--- src/rtl/fwd_hazard_ctrl_if.sv ---
// -----------------------------------------------------------------------------
// fwd_hazard_ctrl_if
// Bundle between the ID stage and the forwarding/hazard controller.
//
// Signals:
//   id_valid               ID holds a real instruction
//   rs1_id, rs2_id         source register indices
//   use_rs1_id, use_rs2_id instruction actually reads rs1 / rs2
//   rd_id                  destination register index
//   reg_we_id              instruction writes rd
//   is_load_id             instruction is a load
//   hold                   global pipeline freeze (memory wait)
//   flush                  kill the instruction currently in ID
//   forward_data1/2        operand selects: 00 regfile, 01 EX, 10 MEM
//   stall_id               load-use stall request towards PC/IF/ID
//
// Handshake: there is no valid/ready pair here. id_valid qualifies the ID
// fields for the current cycle only; the controller answers combinationally
// in the same cycle and the pipeline obeys stall_id/hold at the next edge.
//
// Modports: master = ID stage side, slave = controller side.
// -----------------------------------------------------------------------------
interface fwd_hazard_ctrl_if #(
  parameter int REG_ADDR_W = 5
);
  logic                  id_valid;
  logic [REG_ADDR_W-1:0] rs1_id;
  logic [REG_ADDR_W-1:0] rs2_id;
  logic                  use_rs1_id;
  logic                  use_rs2_id;
  logic [REG_ADDR_W-1:0] rd_id;
  logic                  reg_we_id;
  logic                  is_load_id;
  logic                  hold;
  logic                  flush;
  logic [1:0]            forward_data1;
  logic [1:0]            forward_data2;
  logic                  stall_id;

  modport master (
    output id_valid, rs1_id, rs2_id, use_rs1_id, use_rs2_id,
           rd_id, reg_we_id, is_load_id, hold, flush,
    input  forward_data1, forward_data2, stall_id
  );

  modport slave (
    input  id_valid, rs1_id, rs2_id, use_rs1_id, use_rs2_id,
           rd_id, reg_we_id, is_load_id, hold, flush,
    output forward_data1, forward_data2, stall_id
  );
endinterface

--- src/rtl/fwd_hazard_ctrl.sv ---
// -----------------------------------------------------------------------------
// fwd_hazard_ctrl
// Tracks the destination registers of the instructions in EX and MEM and
// produces the ID operand forward selects plus the load-use stall.
//
// Ports:
//   clk    rising-edge clock
//   rst_n  asynchronous active-low reset, clears all tracked entries
//   bus    fwd_hazard_ctrl_if.slave (ID decode fields, hold/flush, outputs)
//   stall_cnt, fwd_ex_cnt, fwd_mem_cnt
//          performance counters, present only when FWD_PERF_CNT_EN is defined
//
// Parameters:
//   REG_ADDR_W  register index width
//   CNT_W       performance counter width (FWD_PERF_CNT_EN builds only)
//
// Optional feature macro: FWD_PERF_CNT_EN
// -----------------------------------------------------------------------------
module fwd_hazard_ctrl #(
  parameter int REG_ADDR_W = 5,
  parameter int CNT_W      = 32
) (
  input  logic                 clk,
  input  logic                 rst_n,
  fwd_hazard_ctrl_if.slave     bus
`ifdef FWD_PERF_CNT_EN
  ,
  output logic [CNT_W-1:0]     stall_cnt,
  output logic [CNT_W-1:0]     fwd_ex_cnt,
  output logic [CNT_W-1:0]     fwd_mem_cnt
`endif
);

  localparam logic [1:0] SEL_RF  = 2'b00;
  localparam logic [1:0] SEL_EX  = 2'b01;
  localparam logic [1:0] SEL_MEM = 2'b10;

  if (CNT_W < 1) begin : g_bad_cnt_w
    $error("fwd_hazard_ctrl: CNT_W must be at least 1");
  end

  // EX slot
  logic                  v_ex;
  logic [REG_ADDR_W-1:0] rd_ex;
  logic                  we_ex;
  logic                  ld_ex;
  // MEM slot
  logic                  v_mem;
  logic [REG_ADDR_W-1:0] rd_mem;
  logic                  we_mem;

  logic match1_ex, match1_mem, match2_ex, match2_mem;
  logic haz1, haz2;
  logic stall;
  logic ex_take;

  always_comb begin
    match1_ex  = v_ex  & we_ex  & (rd_ex  == bus.rs1_id) & (bus.rs1_id != '0) & bus.use_rs1_id;
    match1_mem = v_mem & we_mem & (rd_mem == bus.rs1_id) & (bus.rs1_id != '0) & bus.use_rs1_id;
    match2_ex  = v_ex  & we_ex  & (rd_ex  == bus.rs2_id) & (bus.rs2_id != '0) & bus.use_rs2_id;
    match2_mem = v_mem & we_mem & (rd_mem == bus.rs2_id) & (bus.rs2_id != '0) & bus.use_rs2_id;

    // A load in EX has no data yet: the source reads the regfile this cycle
    // and any older MEM match is ignored, the stall cycle resolves it.
    haz1 = match1_ex & ld_ex;
    haz2 = match2_ex & ld_ex;

    bus.forward_data1 = SEL_RF;
    if (match1_ex & ~ld_ex)       bus.forward_data1 = SEL_EX;
    else if (match1_mem & ~haz1)  bus.forward_data1 = SEL_MEM;

    bus.forward_data2 = SEL_RF;
    if (match2_ex & ~ld_ex)       bus.forward_data2 = SEL_EX;
    else if (match2_mem & ~haz2)  bus.forward_data2 = SEL_MEM;

    // Flush beats the stall: the killed instruction needs no operands.
    stall        = bus.id_valid & ~bus.flush & (haz1 | haz2);
    bus.stall_id = stall;

    ex_take = bus.id_valid & ~bus.flush & ~stall;
  end

  always_ff @(posedge clk or negedge rst_n) begin
    if (!rst_n) begin
      v_ex   <= 1'b0;
      rd_ex  <= '0;
      we_ex  <= 1'b0;
      ld_ex  <= 1'b0;
      v_mem  <= 1'b0;
      rd_mem <= '0;
      we_mem <= 1'b0;
    end else if (!bus.hold) begin
      v_mem  <= v_ex;
      rd_mem <= rd_ex;
      we_mem <= we_ex;
      if (ex_take) begin
        v_ex  <= 1'b1;
        rd_ex <= bus.rd_id;
        we_ex <= bus.reg_we_id;
        ld_ex <= bus.is_load_id;
      end else begin
        v_ex  <= 1'b0;
        rd_ex <= '0;
        we_ex <= 1'b0;
        ld_ex <= 1'b0;
      end
    end
  end

`ifdef FWD_PERF_CNT_EN
  localparam logic [CNT_W-1:0] CNT_ONE = {{(CNT_W-1){1'b0}}, 1'b1};

  logic any_ex_sel, any_mem_sel, fwd_qual;

  always_comb begin
    any_ex_sel  = (bus.forward_data1 == SEL_EX)  | (bus.forward_data2 == SEL_EX);
    any_mem_sel = (bus.forward_data1 == SEL_MEM) | (bus.forward_data2 == SEL_MEM);
    fwd_qual    = ~bus.hold & bus.id_valid & ~stall;
  end

  // Counters wrap naturally at 2^CNT_W.
  always_ff @(posedge clk or negedge rst_n) begin
    if (!rst_n) begin
      stall_cnt   <= '0;
      fwd_ex_cnt  <= '0;
      fwd_mem_cnt <= '0;
    end else begin
      if (stall & ~bus.hold)      stall_cnt   <= stall_cnt + CNT_ONE;
      if (fwd_qual & any_ex_sel)  fwd_ex_cnt  <= fwd_ex_cnt + CNT_ONE;
      if (fwd_qual & any_mem_sel) fwd_mem_cnt <= fwd_mem_cnt + CNT_ONE;
    end
  end
`endif

endmodule

--- src/flat_wrapper.sv ---
// flat-port wrapper written by rule: the top's interface ports become plain ports
module fwd_hazard_ctrl_flat 
#(
  parameter int REG_ADDR_W = 5,
  parameter int CNT_W      = 32
)
  (clk, rst_n, bus_id_valid, bus_rs1_id, bus_rs2_id, bus_use_rs1_id, bus_use_rs2_id, bus_rd_id, bus_reg_we_id, bus_is_load_id, bus_hold, bus_flush, bus_forward_data1, bus_forward_data2, bus_stall_id);
  fwd_hazard_ctrl_if #(.REG_ADDR_W(REG_ADDR_W)) bus_i ();
  input  logic clk;
  input  logic rst_n;
  input wire logic [$bits(bus_i.id_valid)-1:0] bus_id_valid;
  input wire logic [$bits(bus_i.rs1_id)-1:0] bus_rs1_id;
  input wire logic [$bits(bus_i.rs2_id)-1:0] bus_rs2_id;
  input wire logic [$bits(bus_i.use_rs1_id)-1:0] bus_use_rs1_id;
  input wire logic [$bits(bus_i.use_rs2_id)-1:0] bus_use_rs2_id;
  input wire logic [$bits(bus_i.rd_id)-1:0] bus_rd_id;
  input wire logic [$bits(bus_i.reg_we_id)-1:0] bus_reg_we_id;
  input wire logic [$bits(bus_i.is_load_id)-1:0] bus_is_load_id;
  input wire logic [$bits(bus_i.hold)-1:0] bus_hold;
  input wire logic [$bits(bus_i.flush)-1:0] bus_flush;
  output wire logic [$bits(bus_i.forward_data1)-1:0] bus_forward_data1;
  output wire logic [$bits(bus_i.forward_data2)-1:0] bus_forward_data2;
  output wire logic [$bits(bus_i.stall_id)-1:0] bus_stall_id;
  assign bus_i.id_valid = bus_id_valid;
  assign bus_i.rs1_id = bus_rs1_id;
  assign bus_i.rs2_id = bus_rs2_id;
  assign bus_i.use_rs1_id = bus_use_rs1_id;
  assign bus_i.use_rs2_id = bus_use_rs2_id;
  assign bus_i.rd_id = bus_rd_id;
  assign bus_i.reg_we_id = bus_reg_we_id;
  assign bus_i.is_load_id = bus_is_load_id;
  assign bus_i.hold = bus_hold;
  assign bus_i.flush = bus_flush;
  assign bus_forward_data1 = bus_i.forward_data1;
  assign bus_forward_data2 = bus_i.forward_data2;
  assign bus_stall_id = bus_i.stall_id;
  fwd_hazard_ctrl #(.REG_ADDR_W(REG_ADDR_W), .CNT_W(CNT_W)) u_core (.clk(clk), .rst_n(rst_n), .bus(bus_i));
endmodule
--- config.mk ---
export PLATFORM = sky130hd
export DESIGN_NAME = fwd_hazard_ctrl_flat
export DESIGN_NICKNAME = d
export VERILOG_FILES = /design/src/rtl/fwd_hazard_ctrl_if.sv /design/src/rtl/fwd_hazard_ctrl.sv /design/src/flat_wrapper.sv
export SDC_FILE = /design/constraint.sdc
export NUM_CORES = 1
export LEC_CHECK = 0
export CORE_UTILIZATION = 44
export DETAILED_ROUTE_END_ITERATION = 6
export HOLD_SLACK_MARGIN = 0.15
export PLACE_DENSITY = 0.89
export SETUP_SLACK_MARGIN = 0.15
export SYNTH_ARGS = -nofsm -noshare
export SYNTH_HDL_FRONTEND = slang
export SYNTH_SLANG_ARGS = --single-unit
--- constraint.sdc ---
create_clock -name clk -period 2.4 [get_ports clk]
set_input_delay 0.24 -clock clk [delete_from_list [all_inputs] [get_ports clk]]
set_output_delay 0.24 -clock clk [all_outputs]
set_load 0.01 [all_outputs]
==> summary.md, run 1 <==
| Metric | Value |
|---|---|
| Status | completed |
| IO Port Bufs | 28 |
| Total gr overflow | 0 |
| Syn avg cell area | 9.95 um2 |
| Syn_nets | 113 |
| Crit-path max cell delay | 0.53 ns |
| Drt pass-1 iters | 4 |
| Bufs and invs on worst path | 2 |
| Worst VDD drop | between 0.3 and 0.4 mV |
| Slowest cell on the critical path | clkdlybuf4s50_1 |
| Die Height | 46.9 um |
| Die X | ~47 um |
| Async set-reset flop share out of synthesis | 100% |
| Total number of yosys warnings | 0 |
| Worst-margin pin slew | 0.662 ns |
| I/O Pins | 29 |
| Post-route cell area | between 1000 and 1500 um2 |
| Mapped cell area | between 800 and 900 um2 |
| Place WS | -0.250 ns |
| Core Rows | 15 |
| Comb pwr share | a little under a quarter |
| DRC | 0 |
| Worst Reg-to-Reg Cells | 6 |
| Max FO, Critical Path | 3 |
| Pwr Total | roughly 560 uW |
| Starting density of the core | 49.2% |
| Top cell type's share of synthesized area | 42.4% |
| Final Skew | between 0.002 and 0.0025 ns |
| Area grow syn2layout | 48.9% |
| Switch share | 25.6% |
| Post-DR vias/cell | 5.05 |
| Kind of critical path | primary input to output port |
| Crit path max-delay family | simple AND/OR/NAND/NOR gates |
| CTS Buffer Depth | 2 |
| Clock power share | around a quarter |
| TritonCTS Sinks | 15 |
| First-pass GRT wire length | about 3400 um |
| Fin. max-slew vios | 0 |
| Flops & latches, synth | 15 |
| Pwr dens | ~420 nW/um2 |
| Layout cells sized above 1 | 24.4% |
| Clock-pin slew on the worst setup and hold paths | 0.08 ns |
| Worst Hold Class | primary input to async pin |
| Leakage | 0.578 nW |
| DR iter-0 viols | 16 |
| CTS buffer count | 3 |
| Layout Utilization | between 70% and 80% |
| Data required, critical path | 2.16 ns |
| Setup WS post-layout | between 0.15 and 0.2 ns |
| Clk root buf | clkbuf_4 |
| Top cells by area, synth | dfrtp_1 42%, xnor2_1 14%, mux2_2 8.9% |
| Yosys cell types | 20 |
| Final layout net count | 156 |
| Worst skew pair latency | about 0.27 ns |
| Critical path endpoint category | output port |
| Most used DFF post-synth | dfrtp_1 |
| Die area | approximately 2200 um2 |
| Final ANT Viol Nets | 0 |
| Count leader, synth | nand2_1 |
| Sw power | 143 uW |
| Fin. Hold Viols | 0 |
| Post-place instance area | 1280 um2 |
| TritonCTS clock tree | built |
| Setup Buffers After CTS | 0 |
| Period minus WS final | 2.23 ns |
| Vias in the first global route | 792 |
| Worst-path cell chain | clkdlybuf4s50_1 > xnor2_1 > nand4_1 > or4_4 > a21boi_4 > and2b_1 > clkbuf_2 |
| RePlAce Congestion | 0.905 |
| Internal Power | 416 uW |
| Fin crit share | 92.7% |
| Largest net degree at the start of global routing | 16 |
| Slew headroom | a little under three fifths |
| Seq/Total Area, Yosys | 42.4% |
| Diodes inserted | 0 |
| Final hold slack | about 0.37 ns |
| Max-Cap Viols | 0 |
| Routed WL per cell | 14.1 um |
| Most frequent cells after synthesis | 16 x nand2_1, 15 x dfrtp_1, 14 x xnor2_1, 7 x mux2_2, 7 x o21ai_0 |
| TNS Setup | 0 ns |
| H-tree depth | 1 |
| DR vias | just under 800 |
| Initial antenna violation count | 0 |
| Post-synth EDFFs | 0 |
| Part of the power in registers | between 50% and 60% |
| Placeable core area | between 1500 and 2000 um2 |
| CP Launch Type | primary input |
| Fmax achieved | 0.449 GHz |
| Final Instance Count excl. Fillers | between 150 and 200 |
| Final Routed Wirelength | roughly 2200 um |
| Mapped Cells | 89 |
| Final setup vio count | 0 |
| Synth area leader | dfrtp_1 |
| Placed cell count | roughly 150 |
| Fillers | 141 |
| Data arrival, critical path | 1.99 ns |
| GRT Resource Usage Total | a little under a quarter |
| Critical path depth in cells | 7 |
| RSZ-0062 raised after global routing | true |
| DP HPWL | 1810 um |
==> cells by family after synthesis <==
family / count (synthesis) / share of synthesized area (%)
AO/OA/AOI/OAI: 11 / 8.05
flip-flops: 15 / 42.4
XOR/XNOR: 20 / 19.8
multiplexers: 7 / 8.90
AND/OR/NAND/NOR: 34 / 20.1
buffers and inverters: 2 / 0.848
==> path summary, 6_finish.rpt <==
kind	startpoint	slack, ns	endpoint
min in group clk	bus_rd_id[4]	0.51	u_core.rd_ex[4]
setup reg to reg	u_core.rd_ex[3]	0.60	u_core.rd_ex[3]
max in group asynchronous	rst_n	1.57	u_core.rd_ex[4]
hold reg to reg	u_core.we_ex	0.52	u_core.we_ex
hold / removal	rst_n	0.37	u_core.rd_ex[0]
setup / recovery	bus_rs2_id[2]	0.17	bus_stall_id
==> layout make-up <==
class,instances,area [um2],area share [%]
flip-flops and latches,15,377,28.6
clock buffers,4,26.3,1.99
well taps,25,31.3,2.37
multi-input cells,72,524,39.8
repair buffers,40,360,27.3
==> power groups by stage <==
stage	Combinational (mW)	Clock, mW	Sequential, mW
after global routing	0.143	0.159	0.294
after CTS	0.129	0.141	0.290
after floorplan	0.0573	0	0.289
after global placement	0.124	0	0.293
after detailed placement	0.129	0	0.295
final	0.131	0.138	0.291
==> placed cells by master, fill, tap and decap left out, types with 2 or more instances in the layout <==
master            n
clkdlybuf4s50_1  20
nand2_1          16
dfrtp_1          14
xnor2_1          13
buf_4            12
o21ai_0           7
mux2_2            7
xor2_1            6
nand4_1           4
dlygate4sd2_1     4
or4_4             3
nor2_1            3
clkbuf_4          3
nor3_1            2
dlymetal6s2s_1    2
==> state kept, by name (all words and copies together), names as in the netlist <==
| register | cells |
|---|---|
| u_core.ld_ex | 1 |
| u_core.rd_ex | 5 |
| u_core.v_ex | 1 |
| u_core.rd_mem | 5 |
| u_core.we_ex | 1 |
| u_core.v_mem | 1 |
| u_core.we_mem | 1 |
==> repair_timing <==
action                                  4_1_cts  5_1_grt
pin swaps                                     0        2
endpoints found under the setup margin        5        4
gates resized for setup                      10        9
hold buffers                                  0        0
==> routing by layer <==
layer | global-route usage [%] | share of wire, %
met3 | 3.08 | 3.8
met4 | 12.6 | 2.9
met1 | 27.3 | 43
met5 | 0 | 0
met2 | 39.4 | 50
Note: power is estimated with default switching activity, not from simulation.
==> inputs of run 2 (changes only) <==
Settings changed: CTS_CLUSTER_SIZE set to 14.
==> results of run 2 <==
Same layout as run 1: the final DEF is identical, and so are final timing and power.
